File: src/rtl/fsm_tile_ctrl.sv
// Master layer sequencer for the DLA controller: FSLD, LEFT, BASE x N, RIGHT, DONE.
// Supports a runtime tile count, a tile index, a phase-entry strobe and a synchronous abort.
module fsm_tile_ctrl #(
    parameter int MAST_FSM_BITS = 3,
    parameter int TILE_BITS     = 8
) (
    input  logic                     clk,
    input  logic                     reset,
    input  logic                     start,
    input  logic                     abort,
    input  logic [TILE_BITS-1:0]     cfg_num_tile,
    input  logic                     flag_fsld_end,
    input  logic                     left_done,
    input  logic                     base_done,
    input  logic                     right_done,
    output logic [MAST_FSM_BITS-1:0] outmast_curr_state,
    output logic [TILE_BITS-1:0]     tile_idx,
    output logic                     phase_start,
    output logic                     busy,
    output logic                     layer_done
);

    typedef enum logic [MAST_FSM_BITS-1:0] {
        M_IDLE = MAST_FSM_BITS'(0),
        LEFT   = MAST_FSM_BITS'(1),
        BASE   = MAST_FSM_BITS'(2),
        RIGHT  = MAST_FSM_BITS'(3),
        DONE   = MAST_FSM_BITS'(4),
        FSLD   = MAST_FSM_BITS'(7)
    } state_t;

    localparam logic [TILE_BITS-1:0] ONE = TILE_BITS'(1);
    localparam logic [TILE_BITS-1:0] TWO = TILE_BITS'(2);

    state_t               state;
    logic [TILE_BITS-1:0] num_tile_r;

    always_ff @(posedge clk) begin
        if (reset) begin
            state       <= M_IDLE;
            tile_idx    <= '0;
            num_tile_r  <= '0;
            phase_start <= 1'b0;
        end else begin
            phase_start <= 1'b0;
            if (abort && state != M_IDLE) begin
                state    <= M_IDLE;
                tile_idx <= '0;
            end else begin
                case (state)
                    M_IDLE: begin
                        // abort in idle also masks a coincident start
                        if (start && !abort) begin
                            num_tile_r <= (cfg_num_tile == '0) ? ONE : cfg_num_tile;
                            tile_idx   <= '0;
                            state      <= FSLD;
                        end
                    end
                    FSLD: begin
                        if (flag_fsld_end) begin
                            state       <= LEFT;
                            tile_idx    <= '0;
                            phase_start <= 1'b1;
                        end
                    end
                    LEFT: begin
                        if (left_done) begin
                            if (num_tile_r == ONE) begin
                                state <= DONE;
                            end else begin
                                state       <= (num_tile_r == TWO) ? RIGHT : BASE;
                                tile_idx    <= ONE;
                                phase_start <= 1'b1;
                            end
                        end
                    end
                    BASE: begin
                        if (base_done) begin
                            phase_start <= 1'b1;
                            if (tile_idx == num_tile_r - TWO) begin
                                state    <= RIGHT;
                                tile_idx <= num_tile_r - ONE;
                            end else begin
                                tile_idx <= tile_idx + ONE;
                            end
                        end
                    end
                    RIGHT: begin
                        if (right_done) state <= DONE;
                    end
                    DONE: begin
                        state <= M_IDLE;
                    end
                    default: begin
                        state <= M_IDLE;
                    end
                endcase
            end
        end
    end

    assign outmast_curr_state = state;
    assign busy               = (state != M_IDLE);
    assign layer_done         = (state == DONE);

endmodule

File: config.mk
export PLATFORM = sky130hd
export DESIGN_NAME = fsm_tile_ctrl
export DESIGN_NICKNAME = d
export VERILOG_FILES = /design/src/rtl/fsm_tile_ctrl.sv
export SDC_FILE = /design/constraint.sdc
export NUM_CORES = 1
export LEC_CHECK = 0
export CAP_MARGIN = 20
export CORE_UTILIZATION = 38
export CTS_CLUSTER_DIAMETER = 80
export DETAILED_ROUTE_END_ITERATION = 12
export PLACE_DENSITY = 0.69
export SYNTH_ARGS = -nofsm -noshare
export SYNTH_HDL_FRONTEND = slang
export SYNTH_SLANG_ARGS = --single-unit
File: constraint.sdc
create_clock -name clk -period 5.2 [get_ports clk]
set_clock_uncertainty 0.1 [all_clocks]
set_input_delay 1.04 -clock clk [delete_from_list [all_inputs] [get_ports clk]]
set_output_delay 1.04 -clock clk [all_outputs]
set_load 0.05 [all_outputs]
# Yosys cells after proc, flatten, opt, wreduce, memory -nomap -nowiden

Cells that the tools add are included.

Bits in registers: 20
Input port bits: 16
Word-level logic and storage cells: 56

Add/sub/neg operators: 3
Eq/ne operators: 15
Mux-type cells: 22
Bitwise operators: 1
Reduce and logical (&&, ||, !) cells: 11

Operators by type and width:

| cell                                              | count |
|---|---|
| 2-to-1 mux 8 bit                                  | 7 |
| one-hot mux 8 bit (4 select lines)                | 1 |
| 2-to-1 mux 3 bit                                  | 7 |
| one-hot mux 3 bit (5 select lines)                | 1 |
| inequality test 2 bit (second input constant)     | 7 |
| AND reduction 6 bit                               | 2 |
| adder 8 x 1 -> 8 bit (second input constant)      | 1 |
| == test 8 x 1 -> 1 bit (second input constant)    | 1 |
| == test 8 x 2 -> 1 bit (second input constant)    | 1 |
| == test 8 bit                                     | 1 |
| logical NOT 8 bit                                 | 1 |
| subtractor 8 x 1 -> 8 bit (second input constant) | 1 |
| subtractor 8 x 2 -> 8 bit (second input constant) | 1 |
| == test 3 x 2 -> 1 bit (second input constant)    | 2 |
| == test 3 bit (second input constant)             | 2 |
| 2-to-1 mux 1 bit                                  | 5 |
| nonzero test 4 bit                                | 1 |
| == test 3 x 1 -> 1 bit (second input constant)    | 1 |
| logical NOT 3 bit                                 | 1 |
| one-hot mux 1 bit (3 select lines)                | 1 |
| AND reduction 3 bit                               | 1 |
| nonzero test 3 bit                                | 1 |
| logical AND 1 bit                                 | 2 |
| OR reduction 2 bit                                | 1 |
| 2 further kinds                                   | 2 |

# Logic depth before layout (Yosys ltp)

Depth in word-level cells: 5
Depth in mapped cells: 9
Mapped depth without buffers: 8

# Worst setup path after synthesis

No wires, ideal clock.

Kind: flip-flop to output port
From: register state[2] (netlist: outmast_curr_state[2])
To: output port layer_done
Data arrival time: 2143 ps
Setup slack: 1917 ps
Stages on the path, launching flop included: 3
Path buffers: 1
Cell sequence: dfxtp_1 -> clkbuf_1 -> nor3b_1

Word-level cells in the longest chain between the ends: 1

RTL lines:

| what                   | line | text |
|---|---|---|
| start, declared        | 35   | `state_t state;` |
| start signal, assigned | 71   | `state <= (num_tile_r == TWO) ? RIGHT : BASE;` |
| == test 3 bit          | 104  | `assign layer_done = (state == DONE);` |
| end, declared          | 20   | `output logic layer_done` |

No other way between the ends.

# Final worst setup path

From: register state[1] (netlist: outmast_curr_state[1])
To: output port busy

Word-level cells in the longest chain between the ends: 1

RTL lines:

| what               | line | text |
|---|---|---|
| nonzero test 3 bit | 103  | `assign busy = (state != M_IDLE);` |
| end, declared      | 19   | `output logic busy,` |

No other way between the ends.

==> key figures <==
Status
  – Run status: complete, no violations

Global route
  – First-pass GRT wire length: 5.75 mm
  – Gr ovfl total: 0
  – Vias in the first global route: about 1200
  – Pin count of the biggest net entering global routing: 19
  – Initial antenna violation count: 0
  – GRT Resource Usage Total: 17.3%

Logic synthesis
  – EDFF count, synth: 0
  – Syn Area/Cell: about 8.4 µm²
  – Leading area contributor after synthesis: dfxtp_1
  – Dominant cells by area after synthesis: dfxtp_1 (26%), mux2i_1 (9.3%), xnor2_1 (5.2%)
  – Synth Warn #: 0
  – Netlist Area Pre-Place: 1510 µm²
  – Post-synth top cells: dfxtp_1 (20), nor2_1 (17), mux2i_1 (14), nand2_1 (9), xnor2_1 (9)
  – Top-count cell post-synth: dfxtp_1
  – Main synth FF type: dfxtp_1
  – Syn Nets: around 200
  – Register area share after synthesis: 26.4%
  – Cell variety after synth: between 40 and 50
  – Yosys top cell area share: 26.4%
  – Ys async rst share: 0%
  – Cells after synthesis: 181
  – Post-synthesis sequential element count: 20

Final layout
  – Fill cell count: 385
  – Fraction of layout cells with a size suffix above 1: 5.91%
  – Final core utilization: between 50% and 60%
  – Nets: 226
  – Area Growth Syn to Fin: 24.0%
  – Number of diodes: 0

Clock tree
  – Worst-path clk slew: ~0.080 ns
  – Resize count post-CTS: 0
  – Total CTS buffers: 3
  – Root buffer cell: clkbuf_8
  – Setup repair bufs after CTS: 0
  – Post-CTS Hold Buffers: 0
  – # clock sinks: 20
  – Clk_lat worst skew: ~0.26 ns
  – CTS tree: yes
  – H-tree depth: 1
  – Max clock buf depth: 2

Critical path
  – CP cell instances: or3_1 -> clkdlybuf4s50_1
  – CP required: 4.06 ns
  – Kind of critical path: register to output pin
  – CP Launch Type: register
  – CP max FO: 18
  – Critical Path AT: 2.04 ns
  – Max stage delay cell, worst path: clkdlybuf4s50_1
  – Crit-path max cell delay: 0.82 ns
  – CP Capture Type: output pin

Die
  – Die width: ~65 µm
  – # IOs: 30
  – Initial Utilization: 40.4%
  – Row cnt: 22
  – Core area: 3740 µm²
  – Die Ht: 65.1 µm
  – Die area: 4240 µm²

STA
  – Setup-failing EPs final: 0
  – Final worst slack: 2.02 ns
  – Slew headroom: 33.4%
  – Max Fclk: 315 MHz
  – Final period util: approximately three fifths
  – Worst slew pin tran: 1.00 ns
  – RSZ-0062 raised after global routing: no
  – Fin crit period: 3.18 ns
  – Final hold vios: 0
  – Fin Setup TNS: 0 ns
  – Fin. max-slew vios: 0

Drt
  – Final WL: about 3.3 mm
  – Vias per cell: 5.35
  – DRT Pass-1 Iters: 4
  – WL/cell: about 13 µm
  – Initial drt markers: 64
  – Via Count: roughly 1300
  – DRT antenna net count: 0
  – DR DRC count: 0

Power and ir drop
  – Maximum VDD drop: ~0.00021 V
  – Cell leakage power: 0.736 nW
  – Pwr/cell area: 393 nW/µm²

Placed design
  – IO Port Bufs: 29
  – Dpl ws: 2.06 ns
  – Gpl congestion: 0.804
  – Detailed Place HPWL: around 2.5 mm

Min path
  – Min-delay worst type: register to register

Job
  – Max Cap Viol: 0
[critical path, delay by kind of cell, from the launching register on]
kind	cells	cell delay [ns]
AND/OR/NAND/NOR	1	0.27
flip-flops	1	0.69
buffers and inverters	1	0.82
[cells in the final DEF (no fill, tap or decap), types with 2 or more instances in the layout]
| master | instances |
|---|---|
| o2bb2ai_1 | 6 |
| dfxtp_1 | 20 |
| nor2_1 | 17 |
| xor2_1 | 5 |
| and3_1 | 8 |
| nor3b_1 | 3 |
| nand3_1 | 5 |
| o21ai_0 | 4 |
| inv_1 | 8 |
| clkbuf_8 | 3 |
| nor2b_1 | 6 |
| a31oi_1 | 2 |
| ha_1 | 6 |
| a21oi_1 | 7 |
| clkdlybuf4s50_1 | 29 |
| nand4_1 | 2 |
| mux2i_1 | 14 |
| or3_1 | 3 |
| a211oi_1 | 3 |
| nand2_1 | 9 |
| nor3_1 | 4 |
| o31ai_1 | 6 |
| xnor2_1 | 9 |
[flip-flops by register name, summed over array words and instances, names as in the netlist]
signal	cells
phase_start	1
outmast_curr_state	3
num_tile_r	8
tile_idx	8
[metal layers]
metal,part of all wire [%],up-vias,GRT usage [%]
met5,0,-,0
met2,42,29,25.0
met3,3.2,5,2.26
met4,1.4,0,5.71
li1,-,704,-
met1,54,606,26.1
[power breakdown]
group | switching [mW] | internal, mW | leakage [nW]
Combinational | 0.211 | 0.153 | 0.538
Clock | 0.0548 | 0.103 | 0.0357
Sequential | 0.0461 | 0.172 | 0.163
[final cells by class]
class / count / area [µm²] / area share [%]
inverter: 8 / 30.0 / 1.60
clock buffer: 3 / 41.3 / 2.20
sequential: 20 / 400 / 21.3
tap: 48 / 60.1 / 3.20
multi-input combinational: 142 / 1030 / 54.6
clock inverter: 1 / 30.0 / 1.60
timing repair buffer: 29 / 290 / 15.5
[worst paths after layout]
check,start,end,slack (ns),cells after the start
max,outmast_curr_state[1],busy,2.02,2
min,tile_idx[7],tile_idx[7],0.43,1
max reg2reg,num_tile_r[1],tile_idx[1],2.10,8
min reg2reg,tile_idx[7],tile_idx[7],0.43,1
[per-stage QoR]
stage                     cell area [µm²]  instances  total power, mW  hold WS [ns]
after CTS                            1880        251            0.741         0.427
after global routing                 1880        251            0.792         0.440
after floorplan                      1510        181            0.492         0.412
final                                1880        251            0.739         0.426
after detailed placement             1810        247            0.581         0.416
after global placement               1810        247            0.581         0.410
[kinds of logic (layout without fill, tap and decap cells)]
kind of cell,Yosys count,after routing,share of synthesized area [%]
and+or+nand+nor,66,66,23.2
DFF,20,20,26.4
AOI/OAI and AO/OA,42,42,22.2
muxes,14,14,9.26
xor gates and xnor gates,14,14,8.10
adders and majority gates,6,6,4.96
buffers and inverters,19,41,5.78
No activity file was read; power rests on OpenSTA's default activity.
